`src/rtl/instr_realign_pkg.sv`:
```
// Shared types and helpers for the instruction realigner.
package instr_realign_pkg;

    typedef enum logic [1:0] {
        S_ALIGN = 2'd0,
        S_HALF  = 2'd1,
        S_SKIP  = 2'd2
    } state_e;

    localparam logic [1:0] RVC_LO_MASK = 2'b11;

    function automatic logic is_rvc(input logic [15:0] hw);
        return (hw[1:0] & RVC_LO_MASK) != RVC_LO_MASK;
    endfunction

endpackage

```
`src/rtl/instr_word_fifo.sv`:
```
// Word FIFO holding {err, data} fetch entries; flush empties it synchronously.
module instr_word_fifo #(
    parameter int unsigned DEPTH = 4,
    parameter int unsigned WIDTH = 33
) (
    input  logic             clk,
    input  logic             rst,
    input  logic             push_i,
    input  logic             pop_i,
    input  logic             flush_i,
    input  logic [WIDTH-1:0] wdata_i,
    output logic [WIDTH-1:0] head_o,
    output logic             full_o,
    output logic             empty_o
);
    localparam int unsigned   AW       = (DEPTH > 1) ? $clog2(DEPTH) : 1;
    localparam logic [AW:0]   FULL_CNT = (AW+1)'(DEPTH);
    localparam logic [AW:0]   CNT_ONE  = (AW+1)'(1);
    localparam logic [AW-1:0] PTR_ONE  = AW'(1);

    logic [WIDTH-1:0] mem_q [DEPTH];
    logic [AW-1:0]    wr_ptr_q;
    logic [AW-1:0]    rd_ptr_q;
    logic [AW:0]      count_q;
    logic             push_en_s;
    logic             pop_en_s;

    assign full_o    = (count_q == FULL_CNT);
    assign empty_o   = (count_q == '0);
    assign push_en_s = push_i && !full_o && !flush_i;
    assign pop_en_s  = pop_i && !empty_o && !flush_i;
    assign head_o    = mem_q[rd_ptr_q];

    // Storage array write port
    always_ff @(posedge clk or posedge rst) begin
        if (rst) begin
            for (int i = 0; i < int'(DEPTH); i++) begin
                mem_q[i] <= '0;
            end
        end else if (push_en_s) begin
            mem_q[wr_ptr_q] <= wdata_i;
        end
    end

    // Pointers and occupancy; pointers wrap naturally since DEPTH is a power of 2
    always_ff @(posedge clk or posedge rst) begin
        if (rst) begin
            wr_ptr_q <= '0;
            rd_ptr_q <= '0;
            count_q  <= '0;
        end else if (flush_i) begin
            wr_ptr_q <= '0;
            rd_ptr_q <= '0;
            count_q  <= '0;
        end else begin
            if (push_en_s) begin
                wr_ptr_q <= wr_ptr_q + PTR_ONE;
            end
            if (pop_en_s) begin
                rd_ptr_q <= rd_ptr_q + PTR_ONE;
            end
            case ({push_en_s, pop_en_s})
                2'b10:   count_q <= count_q + CNT_ONE;
                2'b01:   count_q <= count_q - CNT_ONE;
                default: count_q <= count_q;
            endcase
        end
    end

endmodule

```
`src/rtl/instr_realigner.sv`:
```
// Splits word-aligned fetch data into whole 16/32-bit instructions with their PCs.
// Compressed-instruction support is enabled by defining INSTR_REALIGN_RVC_EN.
module instr_realigner
    import instr_realign_pkg::*;
#(
    parameter int unsigned DEPTH    = 4,
    parameter logic [31:0] RESET_PC = 32'h0000_0000
) (
    input  logic        clk,
    input  logic        rst,
    input  logic        fetch_valid_i,
    output logic        fetch_ready_o,
    input  logic [31:0] fetch_rdata_i,
    input  logic        fetch_err_i,
    input  logic        redirect_i,
    input  logic [31:0] redirect_pc_i,
    output logic        out_valid_o,
    input  logic        out_ready_i,
    output logic [31:0] out_instr_o,
    output logic [31:0] out_pc_o,
    output logic        out_err_o
);
    logic [32:0] head_s;
    logic        full_s;
    logic        empty_s;
    logic        pop_s;
    logic        valid_s;
    logic [31:0] instr_s;
    logic        err_s;
    logic [31:0] pc_q;
    logic [31:0] pc_d;

    instr_word_fifo #(.DEPTH(DEPTH), .WIDTH(33)) u_fifo (
        .clk     (clk),
        .rst     (rst),
        .push_i  (fetch_valid_i && !full_s && !redirect_i),
        .pop_i   (pop_s),
        .flush_i (redirect_i),
        .wdata_i ({fetch_err_i, fetch_rdata_i}),
        .head_o  (head_s),
        .full_o  (full_s),
        .empty_o (empty_s)
    );

    assign fetch_ready_o = !full_s;
    assign out_valid_o   = valid_s;
    assign out_instr_o   = instr_s;
    assign out_err_o     = err_s;
    assign out_pc_o      = pc_q;

`ifdef INSTR_REALIGN_RVC_EN
    state_e      state_q, state_d;
    logic [15:0] stash_q, stash_d;
    logic        stash_err_q, stash_err_d;

    // Next-state, output selection and pop decision
    always_comb begin
        state_d     = state_q;
        pc_d        = pc_q;
        stash_d     = stash_q;
        stash_err_d = stash_err_q;
        valid_s     = 1'b0;
        instr_s     = 32'h0000_0000;
        err_s       = 1'b0;
        pop_s       = 1'b0;
        case (state_q)
            S_ALIGN: begin
                if (!empty_s) begin
                    valid_s = 1'b1;
                    err_s   = head_s[32];
                    if (is_rvc(head_s[15:0])) begin
                        instr_s = {16'h0000, head_s[15:0]};
                        if (out_ready_i) begin
                            pop_s       = 1'b1;
                            stash_d     = head_s[31:16];
                            stash_err_d = head_s[32];
                            pc_d        = pc_q + 32'd2;
                            state_d     = S_HALF;
                        end else begin
                            pop_s = 1'b0;
                        end
                    end else begin
                        instr_s = head_s[31:0];
                        if (out_ready_i) begin
                            pop_s = 1'b1;
                            pc_d  = pc_q + 32'd4;
                        end else begin
                            pop_s = 1'b0;
                        end
                    end
                end else begin
                    valid_s = 1'b0;
                end
            end
            S_HALF: begin
                if (is_rvc(stash_q)) begin
                    // Stashed RVC needs no head word
                    valid_s = 1'b1;
                    instr_s = {16'h0000, stash_q};
                    err_s   = stash_err_q;
                    if (out_ready_i) begin
                        stash_d     = 16'h0000;
                        stash_err_d = 1'b0;
                        pc_d        = pc_q + 32'd2;
                        state_d     = S_ALIGN;
                    end else begin
                        stash_d = stash_q;
                    end
                end else if (!empty_s) begin
                    valid_s = 1'b1;
                    instr_s = {head_s[15:0], stash_q};
                    err_s   = stash_err_q | head_s[32];
                    if (out_ready_i) begin
                        pop_s       = 1'b1;
                        stash_d     = head_s[31:16];
                        stash_err_d = head_s[32];
                        pc_d        = pc_q + 32'd4;
                    end else begin
                        pop_s = 1'b0;
                    end
                end else begin
                    valid_s = 1'b0;
                end
            end
            S_SKIP: begin
                if (!empty_s) begin
                    pop_s       = 1'b1;
                    stash_d     = head_s[31:16];
                    stash_err_d = head_s[32];
                    state_d     = S_HALF;
                end else begin
                    pop_s = 1'b0;
                end
            end
            default: begin
                state_d = S_ALIGN;
            end
        endcase
        if (redirect_i) begin
            pop_s       = 1'b0;
            pc_d        = redirect_pc_i;
            stash_d     = 16'h0000;
            stash_err_d = 1'b0;
            state_d     = redirect_pc_i[1] ? S_SKIP : S_ALIGN;
        end else begin
            pc_d = pc_d;
        end
    end

    // Sequencer state registers
    always_ff @(posedge clk or posedge rst) begin
        if (rst) begin
            state_q     <= S_ALIGN;
            pc_q        <= RESET_PC;
            stash_q     <= 16'h0000;
            stash_err_q <= 1'b0;
        end else begin
            state_q     <= state_d;
            pc_q        <= pc_d;
            stash_q     <= stash_d;
            stash_err_q <= stash_err_d;
        end
    end
`else
    logic misalign_q, misalign_d;

    // Whole-word output; a misaligned redirect taints the next instruction
    always_comb begin
        pc_d       = pc_q;
        misalign_d = misalign_q;
        valid_s    = 1'b0;
        instr_s    = 32'h0000_0000;
        err_s      = 1'b0;
        pop_s      = 1'b0;
        if (redirect_i) begin
            pc_d       = {redirect_pc_i[31:2], 2'b00};
            misalign_d = redirect_pc_i[1] | redirect_pc_i[0];
        end else if (!empty_s) begin
            valid_s = 1'b1;
            instr_s = head_s[31:0];
            err_s   = head_s[32] | misalign_q;
            if (out_ready_i) begin
                pop_s      = 1'b1;
                pc_d       = pc_q + 32'd4;
                misalign_d = 1'b0;
            end else begin
                pop_s = 1'b0;
            end
        end else begin
            valid_s = 1'b0;
        end
    end

    // PC and pending-misalignment registers
    always_ff @(posedge clk or posedge rst) begin
        if (rst) begin
            pc_q       <= RESET_PC;
            misalign_q <= 1'b0;
        end else begin
            pc_q       <= pc_d;
            misalign_q <= misalign_d;
        end
    end
`endif

endmodule

```
`config.mk`:
```
export PLATFORM = sky130hd
export DESIGN_NAME = instr_realigner
export DESIGN_NICKNAME = d
export VERILOG_FILES = /design/src/rtl/instr_realign_pkg.sv /design/src/rtl/instr_word_fifo.sv /design/src/rtl/instr_realigner.sv
export SDC_FILE = /design/constraint.sdc
export NUM_CORES = 1
export LEC_CHECK = 0
export ABC_AREA = 0
export ABC_CLOCK_PERIOD_IN_PS = 9900
export BUFFER_PORTS_ARGS = -buffer_cell sky130_fd_sc_hd__clkbuf_2
export CAP_MARGIN = 20
export CORE_MARGIN = 2
export CORE_UTILIZATION = 55
export CTS_CLUSTER_DIAMETER = 120
export CTS_CLUSTER_SIZE = 30
export DETAILED_ROUTE_END_ITERATION = 6
export HOLD_SLACK_MARGIN = 0.06
export PLACE_DENSITY_LB_ADDON = 0.15
export SYNTH_ARGS = -nofsm -noshare
export SYNTH_HDL_FRONTEND = slang
export SYNTH_SLANG_ARGS = --single-unit
```
`constraint.sdc`:
```
create_clock -name clk -period 9.9 [get_ports clk]
set_input_delay 0.99 -clock clk [delete_from_list [all_inputs] [get_ports clk]]
set_output_delay 0.99 -clock clk [all_outputs]
set_load 0.03 [all_outputs]
```
==> results.md <==
Run status:
- The flow ran to the end, and the final reports show no timing, DRC or antenna violations.

Clock tree:
- For this design, the CTS-stage hold fixing added 0 buffers.
- After clock tree synthesis, the repair step resized 0 gates.
- The clock-pin transition on the worst setup and hold timing paths is 0.06 ns.
- The number of clock sinks seen by CTS is 170.
- Post-CTS timing repair inserted 0 buffers for setup.
- The clock latency of the later-clocked register in the worst-skew pair is 0.43 ns.
- The H-tree was split into 4 levels.
- The clock tree root driver cell is sky130_fd_sc_hd__clkbuf_16.
- The clock tree from TritonCTS is yes.
- Clock tree synthesis inserted a total of 17 buffers.
- No sink is reached through more buffers than the 2 on the longest clock path.

GRT:
- The initial antenna violation count is 0.
- The number of global-route vias before repair is 5,533.
- The first global-routing pass estimated 28,000 um of wire.
- After global routing the overflow that remains totals 0.
- The met2 global-route usage is 37.3%.
- The all-layer global routing usage is 22.7%.
- The met1 demand-to-capacity share in global routing is 30.0%.
- In the global route stage, met3 resource usage came out at 5.61%.
- The maximum number of pins on one net before global-route repair is 88.
- The busiest layer in global routing is met2.

Setup path:
- For the worst setup path, the data arrival time is 2.94 ns.
- The category of the worst setup path capture point is an output pin.
- The required time of the worst setup path is 8.91 ns.
- Walking the worst path, the cells encountered are clkbuf_2 > buf_4 > clkinv_1 > o31ai_4 > buf_4 > nor2b_1 > clkbuf_2.
- The maximum single-stage delay on the critical path is 0.44 ns.
- The kind of cell adding the most delay to the critical path is buffers and inverters.
- Counting both buffers and inverters, the worst setup path holds a total of 5.
- Of all nets on the critical path, the largest fanout is 61.
- The slowest stage of the critical path is the sky130_fd_sc_hd__clkinv_1 cell.
- The sort of element at the start of the critical path is a primary input.
- The worst setup path is of the primary input to output pin kind.

Detailed routing:
- The first detailed-routing pass ran for 4 iterations.
- The via count of the routed design is 5,159.
- After detailed routing, the number of vias per cell comes to 5.61.
- The post-detailed-routing wire length is 16,600 um.
- Once detail routing completed, the nets flagged for antenna violations numbered 0.
- The number of violations reported at the end of detailed-routing iteration 0 is 280.
- The average wire per cell in the routed design is 18.0 um.
- The post-route DRC violation count is 0.

Place:
- The post-placement cell count is 887.
- The placed cell area is 8840 um^2.
- Summed over all nets, the half-perimeter wirelength after detailed placement is 10,700 um.
- The congestion estimate from routability-driven global placement came to 0.848.
- In this run the tool buffered the top-level ports with 134 buffer cells.
- Before CTS, the worst setup slack after placement is 5.95 ns.

Cells and area:
- The post-route netlist has 46.7% of its cells at a drive strength greater than 1.
- Once layout is done, the placed cells without fillers occupy 9520 um^2.
- Relative to the synthesized area, the layout overhead comes to 18.3%.
- Excluding fillers, the count of instances in the completed layout stands at 920.
- The net count of the finished layout is 799.
- The number of diodes added for antenna fixing is 0.

Synth:
- The number of warning messages in the yosys log is 0.
- The combined area of all synthesized cells is 8050 um^2.
- For this run, the leading register cell type out of synthesis is sky130_fd_sc_hd__dfrtp_1.
- The post-synthesis register bit count is 170.
- Synthesis produced a netlist whose cell count is 601.
- The count of flip-flops with a built-in enable after synthesis is 0.
- The share of synthesized registers carrying an async set or reset is 100%.
- A synthesized cell averages 13.4 um^2.
- The number of different library cells in the post-synthesis netlist is 40.
- The sequential cell area fraction in the yosys report is 52.8%.

Floorplan:
- In this run the vertical extent of the chip is 125 um.
- During I/O placement, the number of pins put on the boundary was 137.
- The overall die area is 15,600 um^2.
- The floorplan has 44 rows.
- The starting density of the core is 55.8%.
- The horizontal die dimension is 125 um.
- The region available for standard cell placement spans 14,400 um^2.

Power and ir drop:
- The share of total power dissipated in sequential elements is 40.8%.
- The fraction of power consumed by the clock network is 26.2%.
- The switching share of total power is 30.9%.
- Summed over all cells, the static leakage comes to 4.32 nW.
- Internal power comes to 0.00195 W.
- The combinational power share is 33.0%.
- Summed over all nets, the switching power comes to 0.000873 W.
- After layout, the design draws a total of 0.00283 W.
- Power spread over the standard cell area amounts to 297 nW/um^2.
- The maximum vdd drop is 0.000145 V.

STA:
- Setup repair after global routing left no endpoint under its margin.
- The setup clock skew after layout is 0.00709 ns.
- Static timing analysis puts the maximum clock frequency at 254 MHz.
- In the post-route analysis, the smallest setup slack over all paths is 5.97 ns.
- At the pin with the least slew margin, the transition time is 0.984 ns.
- Setup violations remaining at the end of the flow were counted as 0.
- The post-route fraction of the period consumed by the critical path is 39.7%.
- The final hold violation count is 0.
- The count of pins over their slew limit came to 0.
- Adding up every negative setup slack in the final design gives 0 ns.
- The worst relative slew slack is 34.2%.
- The final period demand of the worst path is 3.93 ns.

Job:
- Across the run, the number of max-cap violations was 0.

Hold path:
- The min-delay analysis places its worst path in the category register to register.
==> cell usage after synthesis, drive strengths merged (2+ instances only) <==
| library cell | instances | area share, % |
|---|---|---|
| buf | 22 | 1.5 |
| mux4 | 33 | 9.2 |
| xor2 | 10 | 1.1 |
| ha | 5 | 0.78 |
| dfrtp | 170 | 53 |
| nor2 | 15 | 0.70 |
| and2 | 4 | 0.31 |
| o21ai | 27 | 1.7 |
| clkbuf | 15 | 0.70 |
| mux2 | 135 | 19 |
| inv | 5 | 0.23 |
| o31ai | 2 | 0.25 |
| nor4 | 5 | 0.39 |
| nor3 | 10 | 0.62 |
| and4 | 3 | 0.33 |
| nand3 | 11 | 0.68 |
| nand2 | 46 | 2.1 |
| a21oi | 2 | 0.12 |
| nor2b | 32 | 2.5 |
| nand4 | 10 | 0.85 |
| mux2i | 3 | 0.37 |
| and3 | 3 | 0.23 |
| xnor2 | 23 | 2.5 |
==> stage by stage <==
stage | utilization, % | hold slack, ns
finish | 66.0 | 0.488
global route | 66.0 | 0.510
CTS | 65.8 | 0.494
detailed placement | 61.3 | 0.480
global placement | 61.3 | 0.469
floorplan | - | 0.459
==> cell families after synthesis <==
logic type	count (synthesis)	share of synthesized area, %
AOI/OAI and AO/OA	34	2.36
buffers and inverters	43	2.49
other	1	0.0466
xor gates and xnor gates	33	3.59
adders and majority gates	6	1.03
and+or+nand+nor	143	9.15
DFF	170	52.8
muxes	171	28.5
==> flip-flops by register name, indices dropped and copies added (netlist names) <==
register / cells
u_fifo.mem_q: 132
out_pc_o: 30
u_fifo.count_q: 3
u_fifo.rd_ptr_q: 2
u_fifo.wr_ptr_q: 2
misalign_q: 1
==> cell type report <==
cell class / count / area (um^2)
inverter: 6 / 27.5
tap: 184 / 230
timing repair buffer: 139 / 728
clock buffer: 19 / 433
multi-input combinational: 389 / 3620
fill: 1106 / 4900
clock inverter: 13 / 223
sequential: 170 / 4260
==> power groups by stage <==
| stage | Clock (W) | Sequential, W | Combinational (W) |
|---|---|---|---|
| 2_1_floorplan | 0 | 0.00111 | 0.000748 |
| 3_3_place_gp | 0 | 0.00114 | 0.000918 |
| 3_5_place_dp | 0 | 0.00116 | 0.000942 |
| 4_1_cts | 0.000752 | 0.00115 | 0.000947 |
| 5_1_grt | 0.000785 | 0.00119 | 0.00101 |
| 6_report | 0.000740 | 0.00115 | 0.000932 |
==> layout by cell type (no fill, tap or decap), types with 6 or more instances in the layout <==
cell	instances
sky130_fd_sc_hd__dfrtp_1	168
sky130_fd_sc_hd__nand4_1	9
sky130_fd_sc_hd__clkbuf_2	134
sky130_fd_sc_hd__mux2_1	6
sky130_fd_sc_hd__clkbuf_16	17
sky130_fd_sc_hd__bufinv_16	6
sky130_fd_sc_hd__nand3_1	11
sky130_fd_sc_hd__xor2_1	10
sky130_fd_sc_hd__xnor2_1	23
sky130_fd_sc_hd__nor3_1	10
sky130_fd_sc_hd__mux4_2	33
sky130_fd_sc_hd__nor2b_1	32
sky130_fd_sc_hd__nand2_1	42
sky130_fd_sc_hd__mux2_2	129
sky130_fd_sc_hd__o21ai_0	25
sky130_fd_sc_hd__nor2_1	15
==> worst register-to-register path, cell delays in order (launching register included) <==
cell and delay, ns:
sky130_fd_sc_hd__dfrtp_1 0.48, sky130_fd_sc_hd__or3b_1 0.48, sky130_fd_sc_hd__nand2_1 0.15, sky130_fd_sc_hd__nor2_1 0.12
sky130_fd_sc_hd__nand2_2 0.77, sky130_fd_sc_hd__mux2_2 0.44
==> routing by layer <==
metal / vias to the layer above / share of wire, %
li1: 2392 / -
met1: 2637 / 45
met2: 112 / 50
met3: 18 / 4.2
met4: 0 / 1.3
met5: - / 0
==> final timing paths <==
kind                                                    start                            end  slack, ns  cells past startpoint
worst min register to register   u_fifo.mem_q[31]$_DFFE_PP0P_   u_fifo.mem_q[31]$_DFFE_PP0P_       0.49                      1
max in group asynchronous                                 rst  u_fifo.mem_q[114]$_DFFE_PP0P_       8.08                      4
min in group asynchronous                                 rst   u_fifo.mem_q[69]$_DFFE_PP0P_       0.68                      2
worst max register to register  u_fifo.count_q[1]$_DFFE_PP0P_  u_fifo.mem_q[118]$_DFFE_PP0P_       7.34                      5
worst max-delay path                               redirect_i                out_instr_o[13]       5.97                      7
worst min-delay path             u_fifo.mem_q[31]$_DFFE_PP0P_   u_fifo.mem_q[31]$_DFFE_PP0P_       0.49                      1
No activity file was read; power rests on OpenSTA's default activity.
